`src/rtl/rpn_sequenciador_entrada_if.sv`:
```
// Bundle between the RPN input sequencer and its surroundings:
// ENTER key, switches, step counter and ALU handshake.
interface rpn_sequenciador_entrada_if #(
   parameter int WIDTH     = 8,
   parameter int OPC_WIDTH = 3
);
   logic                 botao;
   logic [WIDTH-1:0]     chaves;
   logic [1:0]           passo;
   logic                 avanca;
   logic [WIDTH-1:0]     operando_a;
   logic [WIDTH-1:0]     operando_b;
   logic [OPC_WIDTH-1:0] opcode;
   logic                 ula_start;
   logic                 ula_done;
   logic [WIDTH-1:0]     ula_result;
   logic [WIDTH-1:0]     resultado;
   logic                 result_valid;
   logic                 ocupado;
   logic                 erro;

   // Sequencer side
   modport slave (
      input  botao, chaves, passo, ula_done, ula_result,
      output avanca, operando_a, operando_b, opcode, ula_start,
             resultado, result_valid, ocupado, erro
   );

   // Board / counter / ALU side
   modport master (
      output botao, chaves, passo, ula_done, ula_result,
      input  avanca, operando_a, operando_b, opcode, ula_start,
             resultado, result_valid, ocupado, erro
   );
endinterface

```
`src/rtl/rpn_sequenciador_entrada.sv`:
```
// ENTER-key sequencer of the 8-bit RPN ALU: captures A, B, opcode, then runs the ALU.
// Optional macro RPN_RESULT_CHAIN_EN: at step 0, reload operand A from the last valid result.
module rpn_sequenciador_entrada #(
   parameter int WIDTH       = 8,
   parameter int OPC_WIDTH   = 3,
   parameter int SYNC_STAGES = 2,
   parameter int TIMEOUT     = 255
) (
   input  logic                     clk_i,
   input  logic                     rst_i,
   rpn_sequenciador_entrada_if.slave bus
);
   localparam int TW = $clog2(TIMEOUT + 1);

   typedef enum logic [1:0] {
      IDLE      = 2'd0,
      WAIT_STEP = 2'd1,
      EXEC      = 2'd2
   } state_t;

   state_t                 state_q, state_d;
   logic [SYNC_STAGES-1:0] sync_q;
   logic                   key_prev_q;
   logic                   press;
   logic [WIDTH-1:0]       a_q, a_d;
   logic [WIDTH-1:0]       b_q, b_d;
   logic [OPC_WIDTH-1:0]   opc_q, opc_d;
   logic [WIDTH-1:0]       res_q, res_d;
   logic                   rv_q, rv_d;
   logic                   erro_q, erro_d;
   logic                   avanca_q, avanca_d;
   logic                   start_q, start_d;
   logic [TW-1:0]          timer_q, timer_d;
   logic [WIDTH-1:0]       a_src;

   // Key synchronizer plus rising-edge detect: a held key yields a single press.
   always_ff @(posedge clk_i or posedge rst_i) begin
      if (rst_i) begin
         sync_q     <= '0;
         key_prev_q <= 1'b0;
      end else begin
         sync_q     <= {sync_q[SYNC_STAGES-2:0], bus.botao};
         key_prev_q <= sync_q[SYNC_STAGES-1];
      end
   end

   assign press = sync_q[SYNC_STAGES-1] & ~key_prev_q;

`ifdef RPN_RESULT_CHAIN_EN
   assign a_src = rv_q ? res_q : bus.chaves;
`else
   assign a_src = bus.chaves;
`endif

   always_ff @(posedge clk_i or posedge rst_i) begin
      if (rst_i) begin
         state_q  <= IDLE;
         a_q      <= '0;
         b_q      <= '0;
         opc_q    <= '0;
         res_q    <= '0;
         rv_q     <= 1'b0;
         erro_q   <= 1'b0;
         avanca_q <= 1'b0;
         start_q  <= 1'b0;
         timer_q  <= '0;
      end else begin
         state_q  <= state_d;
         a_q      <= a_d;
         b_q      <= b_d;
         opc_q    <= opc_d;
         res_q    <= res_d;
         rv_q     <= rv_d;
         erro_q   <= erro_d;
         avanca_q <= avanca_d;
         start_q  <= start_d;
         timer_q  <= timer_d;
      end
   end

   always_comb begin
      state_d  = state_q;
      a_d      = a_q;
      b_d      = b_q;
      opc_d    = opc_q;
      res_d    = res_q;
      rv_d     = rv_q;
      erro_d   = erro_q;
      avanca_d = 1'b0;
      start_d  = 1'b0;
      timer_d  = timer_q;
      case (state_q)
         IDLE: begin
            if (bus.passo == 2'd3) begin
               start_d = 1'b1;
               rv_d    = 1'b0;
               timer_d = '0;
               state_d = EXEC;
            end else if (press) begin
               avanca_d = 1'b1;
               state_d  = WAIT_STEP;
               case (bus.passo)
                  2'd0:    a_d   = a_src;
                  2'd1:    b_d   = bus.chaves;
                  default: opc_d = bus.chaves[OPC_WIDTH-1:0];
               endcase
            end
         end
         WAIT_STEP: state_d = IDLE;
         EXEC: begin
            if (timer_q != TW'(TIMEOUT)) begin
               timer_d = timer_q + 1'b1;
            end
            // The done strobe is ignored while our own start pulse is still on the wire.
            if (bus.ula_done && !start_q) begin
               res_d    = bus.ula_result;
               rv_d     = 1'b1;
               avanca_d = 1'b1;
               state_d  = WAIT_STEP;
            end else if (timer_q == TW'(TIMEOUT)) begin
               erro_d   = 1'b1;
               avanca_d = 1'b1;
               state_d  = WAIT_STEP;
            end
         end
         default: state_d = IDLE;
      endcase
   end

   assign bus.avanca       = avanca_q;
   assign bus.operando_a   = a_q;
   assign bus.operando_b   = b_q;
   assign bus.opcode       = opc_q;
   assign bus.ula_start    = start_q;
   assign bus.resultado    = res_q;
   assign bus.result_valid = rv_q;
   assign bus.ocupado      = (state_q != IDLE);
   assign bus.erro         = erro_q;
endmodule
```
`src/flat_wrapper.sv`:
```
// flat-port wrapper written by rule: the top's interface ports become plain ports
module rpn_sequenciador_entrada_flat 
#(
   parameter int WIDTH       = 8,
   parameter int OPC_WIDTH   = 3,
   parameter int SYNC_STAGES = 2,
   parameter int TIMEOUT     = 255
)
  (clk_i, rst_i, bus_botao, bus_chaves, bus_passo, bus_ula_done, bus_ula_result, bus_avanca, bus_operando_a, bus_operando_b, bus_opcode, bus_ula_start, bus_resultado, bus_result_valid, bus_ocupado, bus_erro);
  rpn_sequenciador_entrada_if #(.WIDTH(WIDTH), .OPC_WIDTH(OPC_WIDTH)) bus_i ();
  input  logic clk_i;
  input  logic rst_i;
  input wire logic [$bits(bus_i.botao)-1:0] bus_botao;
  input wire logic [$bits(bus_i.chaves)-1:0] bus_chaves;
  input wire logic [$bits(bus_i.passo)-1:0] bus_passo;
  input wire logic [$bits(bus_i.ula_done)-1:0] bus_ula_done;
  input wire logic [$bits(bus_i.ula_result)-1:0] bus_ula_result;
  output wire logic [$bits(bus_i.avanca)-1:0] bus_avanca;
  output wire logic [$bits(bus_i.operando_a)-1:0] bus_operando_a;
  output wire logic [$bits(bus_i.operando_b)-1:0] bus_operando_b;
  output wire logic [$bits(bus_i.opcode)-1:0] bus_opcode;
  output wire logic [$bits(bus_i.ula_start)-1:0] bus_ula_start;
  output wire logic [$bits(bus_i.resultado)-1:0] bus_resultado;
  output wire logic [$bits(bus_i.result_valid)-1:0] bus_result_valid;
  output wire logic [$bits(bus_i.ocupado)-1:0] bus_ocupado;
  output wire logic [$bits(bus_i.erro)-1:0] bus_erro;
  assign bus_i.botao = bus_botao;
  assign bus_i.chaves = bus_chaves;
  assign bus_i.passo = bus_passo;
  assign bus_i.ula_done = bus_ula_done;
  assign bus_i.ula_result = bus_ula_result;
  assign bus_avanca = bus_i.avanca;
  assign bus_operando_a = bus_i.operando_a;
  assign bus_operando_b = bus_i.operando_b;
  assign bus_opcode = bus_i.opcode;
  assign bus_ula_start = bus_i.ula_start;
  assign bus_resultado = bus_i.resultado;
  assign bus_result_valid = bus_i.result_valid;
  assign bus_ocupado = bus_i.ocupado;
  assign bus_erro = bus_i.erro;
  rpn_sequenciador_entrada #(.WIDTH(WIDTH), .OPC_WIDTH(OPC_WIDTH), .SYNC_STAGES(SYNC_STAGES), .TIMEOUT(TIMEOUT)) u_core (.clk_i(clk_i), .rst_i(rst_i), .bus(bus_i));
endmodule
```
`config.mk`:
```
export PLATFORM = sky130hd
export DESIGN_NAME = rpn_sequenciador_entrada_flat
export DESIGN_NICKNAME = d
export VERILOG_FILES = /design/src/rtl/rpn_sequenciador_entrada_if.sv /design/src/rtl/rpn_sequenciador_entrada.sv /design/src/flat_wrapper.sv
export SDC_FILE = /design/constraint.sdc
export NUM_CORES = 1
export LEC_CHECK = 0
export ABC_AREA = 1
export BUFFER_PORTS_ARGS = -buffer_cell sky130_fd_sc_hd__buf_2
export CORE_ASPECT_RATIO = 1.1
export CORE_UTILIZATION = 46
export CTS_CLUSTER_DIAMETER = 40
export CTS_CLUSTER_SIZE = 20
export DETAILED_ROUTE_END_ITERATION = 8
export GPL_ROUTABILITY_DRIVEN = 0
export HOLD_SLACK_MARGIN = 0.05
export MAX_ROUTING_LAYER = met4
export PLACE_DENSITY = 0.82
export SKIP_CTS_REPAIR_TIMING = 1
export SLEW_MARGIN = 20
export SYNTH_ARGS = -nofsm -noshare
export SYNTH_HDL_FRONTEND = slang
export SYNTH_SLANG_ARGS = --single-unit
```
`constraint.sdc`:
```
create_clock -name clk_i -period 1.45 [get_ports clk_i]
set_clock_uncertainty 0.05 [all_clocks]
set_input_delay 0.145 -clock clk_i [delete_from_list [all_inputs] [get_ports clk_i]]
set_output_delay 0.145 -clock clk_i [all_outputs]
set_load 0.005 [all_outputs]
```
==> impl_table.tex <==
\begin{tabular}{lr}
\hline
Metric & Value \\
\hline
\multicolumn{2}{l}{\textbf{Place}} \\
\quad Cell total after placement & 314 \\
\quad Port-buffer cells & 53 \\
\quad Post-DP HPWL & 2560 um \\
\quad Setup slack after placement & 0.0163 ns \\
\multicolumn{2}{l}{\textbf{Pwr}} \\
\quad Total power density per cell area & 1490 nW/um\^{}2 \\
\quad Total power & 3.90 mW \\
\quad Leakage dissipation & 1.40 nW \\
\quad Maximum vdd drop & 0.851 mV \\
\multicolumn{2}{l}{\textbf{Global route}} \\
\quad Number of antenna violations at the first check in global routing & 0 \\
\quad Wire length of the first global-routing pass & 6400 um \\
\quad Maximum number of pins on one net before global-route repair & 45 \\
\quad Total routing resource utilization after global routing & 19.1\% \\
\quad Remaining global-route overflow & 0 \\
\quad Via count of the first global-routing pass & 1490 \\
\multicolumn{2}{l}{\textbf{Detailed routing}} \\
\quad Number of nets still failing antenna checks after routing & 0 \\
\quad Total met3 wirelength after detailed routing & 110 um \\
\quad Number of iterations in the first detailed-routing pass & 4 \\
\quad Count of vias placed by the detailed router & 1623 \\
\quad Met1 wire length & 1720 um \\
\quad Met2 routed WL & 2110 um \\
\quad Initial DRC Count & 63 \\
\quad Top layer in use & met4 \\
\quad DRC violation count after routing & 0 \\
\quad Routed Wire Length & 4040 um \\
\quad Via count normalized by instance count & 4.79 \\
\quad Post-DR wirelength/cell & 11.9 um \\
\multicolumn{2}{l}{\textbf{Floorplanning}} \\
\quad Total number of placement rows & 24 \\
\quad Effective utilization at floorplan & 48.1\% \\
\quad Die W & 63.4 um \\
\quad Die Y-Extent & 69.5 um \\
\quad I/O Pins & 54 \\
\quad Total die area & 4400 sq um \\
\quad CORE AREA & 3960 sq um \\
\multicolumn{2}{l}{\textbf{Yosys}} \\
\quad Total standard cell area after synthesis & 1910 sq um \\
\quad Post-synthesis sequential area ratio & 57.8\% \\
\quad Count of mapped cells out of synthesis & 204 \\
\quad \#FFs+latches synth & 44 \\
\quad Avg Inst Size Synth & 9.34 sq um \\
\quad Number of warnings printed during yosys synthesis & 0 \\
\quad Syn Nets & 227 \\
\quad Library cells used by synthesis & 23 \\
\multicolumn{2}{l}{\textbf{CTS}} \\
\quad Htree depth & 2 \\
\quad CTS buffer count & 5 \\
\quad Clock transition at the registers of the reported paths & 0.08 ns \\
\quad Sinks on Clock Net & 44 \\
\quad Buffer levels on the longest clock path & 2 \\
\quad Root cell of the clock tree & sky130\_fd\_sc\_hd\_\_clkbuf\_8 \\
\quad Clock insertion delay at the later pin of the skew report & 0.29 ns \\
\quad TritonCTS clock tree & built \\
\multicolumn{2}{l}{\textbf{Timing}} \\
\quad Post-layout worst setup margin & 0.0360 ns \\
\quad Worst slew margin relative to its limit & 64.6\% \\
\quad Max-slew violation count & 0 \\
\quad \# setup viols final & 0 \\
\quad Final worst path period share & 97.5\% \\
\quad Maximum clock rate & 0.707 GHz \\
\quad Fin. Hold Viols & 0 \\
\quad Min Tclk post-route & 1.41 ns \\
\quad Slew at the pin closest to its max-slew limit & 0.529 ns \\
\quad Unrepaired setup endpoints after global routing & yes \\
\multicolumn{2}{l}{\textbf{Outcome}} \\
\quad Status & complete, no violations \\
\multicolumn{2}{l}{\textbf{Critical path}} \\
\quad Path depth of the worst reg2reg path & 7 \\
\quad Worst EP required & 1.59 ns \\
\quad Worst Path Arrival & 1.55 ns \\
\quad Crit-path slowest cell & sky130\_fd\_sc\_hd\_\_dfrtp\_1 \\
\quad Critical path's largest stage delay & 0.42 ns \\
\quad Critical R2R Capture & u\_core.bus.operando\_a[2]\$\_DFFE\_PP0P\_ \\
\quad Cell family with the largest share of critical-path delay & simple AND/OR/NAND/NOR gates \\
\quad Startpoint types & flip-flop \\
\quad Setup slack, reg-to-reg & 0.04 ns \\
\quad Top fanout value on the critical path & 16 \\
\quad Worst flop-to-flop path startpoint & u\_core.state\_q[0]\$\_DFFE\_PP0P\_ \\
\quad Crit-path cells & inv\_2 > nand2\_4 > nor3\_4 > buf\_12 > nand2\_8 > nand2\_2 > o21ai\_1 \\
\quad Critical Path End Type & flip-flop \\
\quad Count of cell instances traversed by the critical path & 7 \\
\quad Class of the most critical setup path & reg -> reg \\
\quad Critical path buffer and inverter count & 2 \\
\multicolumn{2}{l}{\textbf{Job}} \\
\quad Number of maximum-capacitance violations & 0 \\
\multicolumn{2}{l}{\textbf{Worst hold path}} \\
\quad Startpoint of the tightest hold check path & bus\_chaves[5] \\
\quad Worst Hold Path EP & u\_core.bus.operando\_b[5]\$\_DFFE\_PP0P\_ \\
\quad Cells on Worst Hold Path & 3 \\
\quad Type of the worst min-delay path & in -> reg \\
\multicolumn{2}{l}{\textbf{Layout}} \\
\quad Leading cell types in the layout, fill and taps excluded & sky130\_fd\_sc\_hd\_\_nand2\_1, sky130\_fd\_sc\_hd\_\_buf\_2, sky130\_fd\_sc\_hd\_\_dfrtp\_1, sky130\_fd\_sc\_hd\_\_inv\_1 \\
\quad Share of post-route cells with drive strength above 1 & 38.3\% \\
\quad Non-filler cells, final & 339 \\
\quad Most common library cell in the layout ignoring fill and taps & sky130\_fd\_sc\_hd\_\_nand2\_1 \\
\quad Synthesis-to-layout area growth & 37.4\% \\
\quad Antenna cell count & 0 \\
\quad Net count, final & 309 \\
\hline
\end{tabular}
==> flip-flops by register name (all words and copies together), names as in the netlist <==
register / flops
u_core.timer_q: 8
u_core.bus.avanca: 1
u_core.bus.resultado: 8
u_core.bus.operando_b: 8
u_core.bus.operando_a: 8
u_core.key_prev_q: 1
u_core.bus.erro: 1
u_core.bus.result_valid: 1
u_core.bus.opcode: 3
u_core.sync_q: 2
u_core.bus.ula_start: 1
u_core.state_q: 2
==> logic make-up (layout without fill, tap and decap cells) <==
group,Yosys count,count (layout),synth area share (%)
adder cells (fa/ha/maj),1,1,0.656
XOR/XNOR,2,2,0.919
AND/OR/NAND/NOR,105,106,25.3
AO/OA/AOI/OAI,26,26,8.80
flip-flops,44,44,57.8
buffers and inverters,26,108,6.57
==> area by class of cell <==
type	instances	area, sq um
clock buffers	6	72.6
clock inverters	2	35.0
fillers	331	1350
inverters	23	91.3
multi-input cells	135	758
flip-flops and latches	44	1100
well taps	52	65.1
repair buffers	77	495
==> tightest hold or removal path, cell delays in order <==
cell and delay (ns):
sky130_fd_sc_hd__buf_2 0.09, sky130_fd_sc_hd__inv_1 0.07, sky130_fd_sc_hd__o21ai_2 0.06
==> worst max path at each step <==
stage | startpoint | end
floorplan | u_core.timer_q[0]$_DFFE_PP0P_ | u_core.timer_q[7]$_DFFE_PP0P_
global placement | u_core.timer_q[0]$_DFFE_PP0P_ | u_core.timer_q[7]$_DFFE_PP0P_
detailed placement | u_core.timer_q[0]$_DFFE_PP0P_ | u_core.timer_q[4]$_DFFE_PP0P_
CTS | u_core.timer_q[0]$_DFFE_PP0P_ | u_core.timer_q[4]$_DFFE_PP0P_
global route | u_core.state_q[0]$_DFFE_PP0P_ | u_core.bus.operando_a[1]$_DFFE_PP0P_
finish | u_core.state_q[0]$_DFFE_PP0P_ | u_core.bus.operando_a[2]$_DFFE_PP0P_
==> power breakdown <==
| group | switching (mW) | internal (mW) |
|---|---|---|
| sequential | 0.208 | 1.58 |
| combinational | 0.598 | 0.594 |
| clock | 0.406 | 0.511 |
| total | 1.21 | 2.69 |
==> layer usage <==
metal | up-vias | global-route usage (%)
met5 | - | -
met4 | 0 | 9.09
met1 | 772 | 23.3
met2 | 35 | 30.3
met3 | 9 | 3.95
li1 | 807 | -
==> synthesized netlist by cell type <==
cell / number / area, sq um
sky130_fd_sc_hd__buf_6: 3 / 33.8
sky130_fd_sc_hd__clkinv_4: 1 / 8.76
sky130_fd_sc_hd__dfrtp_1: 44 / 1100
sky130_fd_sc_hd__ha_1: 1 / 12.5
sky130_fd_sc_hd__inv_1: 19 / 71.3
sky130_fd_sc_hd__inv_2: 3 / 11.3
sky130_fd_sc_hd__nand2_1: 71 / 267
sky130_fd_sc_hd__nand2_2: 1 / 6.26
sky130_fd_sc_hd__nand2_4: 3 / 33.8
sky130_fd_sc_hd__nand3_1: 12 / 60.1
sky130_fd_sc_hd__nand3_2: 1 / 10.0
sky130_fd_sc_hd__nand4_1: 1 / 6.26
sky130_fd_sc_hd__nor2_1: 12 / 45.0
sky130_fd_sc_hd__nor2_4: 1 / 11.3
sky130_fd_sc_hd__nor2_8: 1 / 20.0
sky130_fd_sc_hd__nor3_4: 1 / 16.3
sky130_fd_sc_hd__o21ai_0: 8 / 40.0
sky130_fd_sc_hd__o21ai_1: 7 / 35.0
sky130_fd_sc_hd__o21ai_2: 9 / 78.8
sky130_fd_sc_hd__o21bai_1: 1 / 7.51
sky130_fd_sc_hd__o22ai_1: 1 / 6.26
sky130_fd_sc_hd__or2_2: 1 / 6.26
sky130_fd_sc_hd__xor2_1: 2 / 17.5
==> per-stage QoR <==
stage          area (sq um)  setup TNS (ns)  util (%)  hold WS [ns]
2_1_floorplan          1910               0         -         0.126
5_1_grt                2620          -0.721      66.1        0.0569
6_report               2620               0      66.1        0.0542
4_1_cts                2380         -0.0518      60.1        -0.173
3_5_place_dp           2270               0      57.4         0.152
3_3_place_gp           2270               0      57.4         0.144
Note: power is estimated with default switching activity, not from simulation.
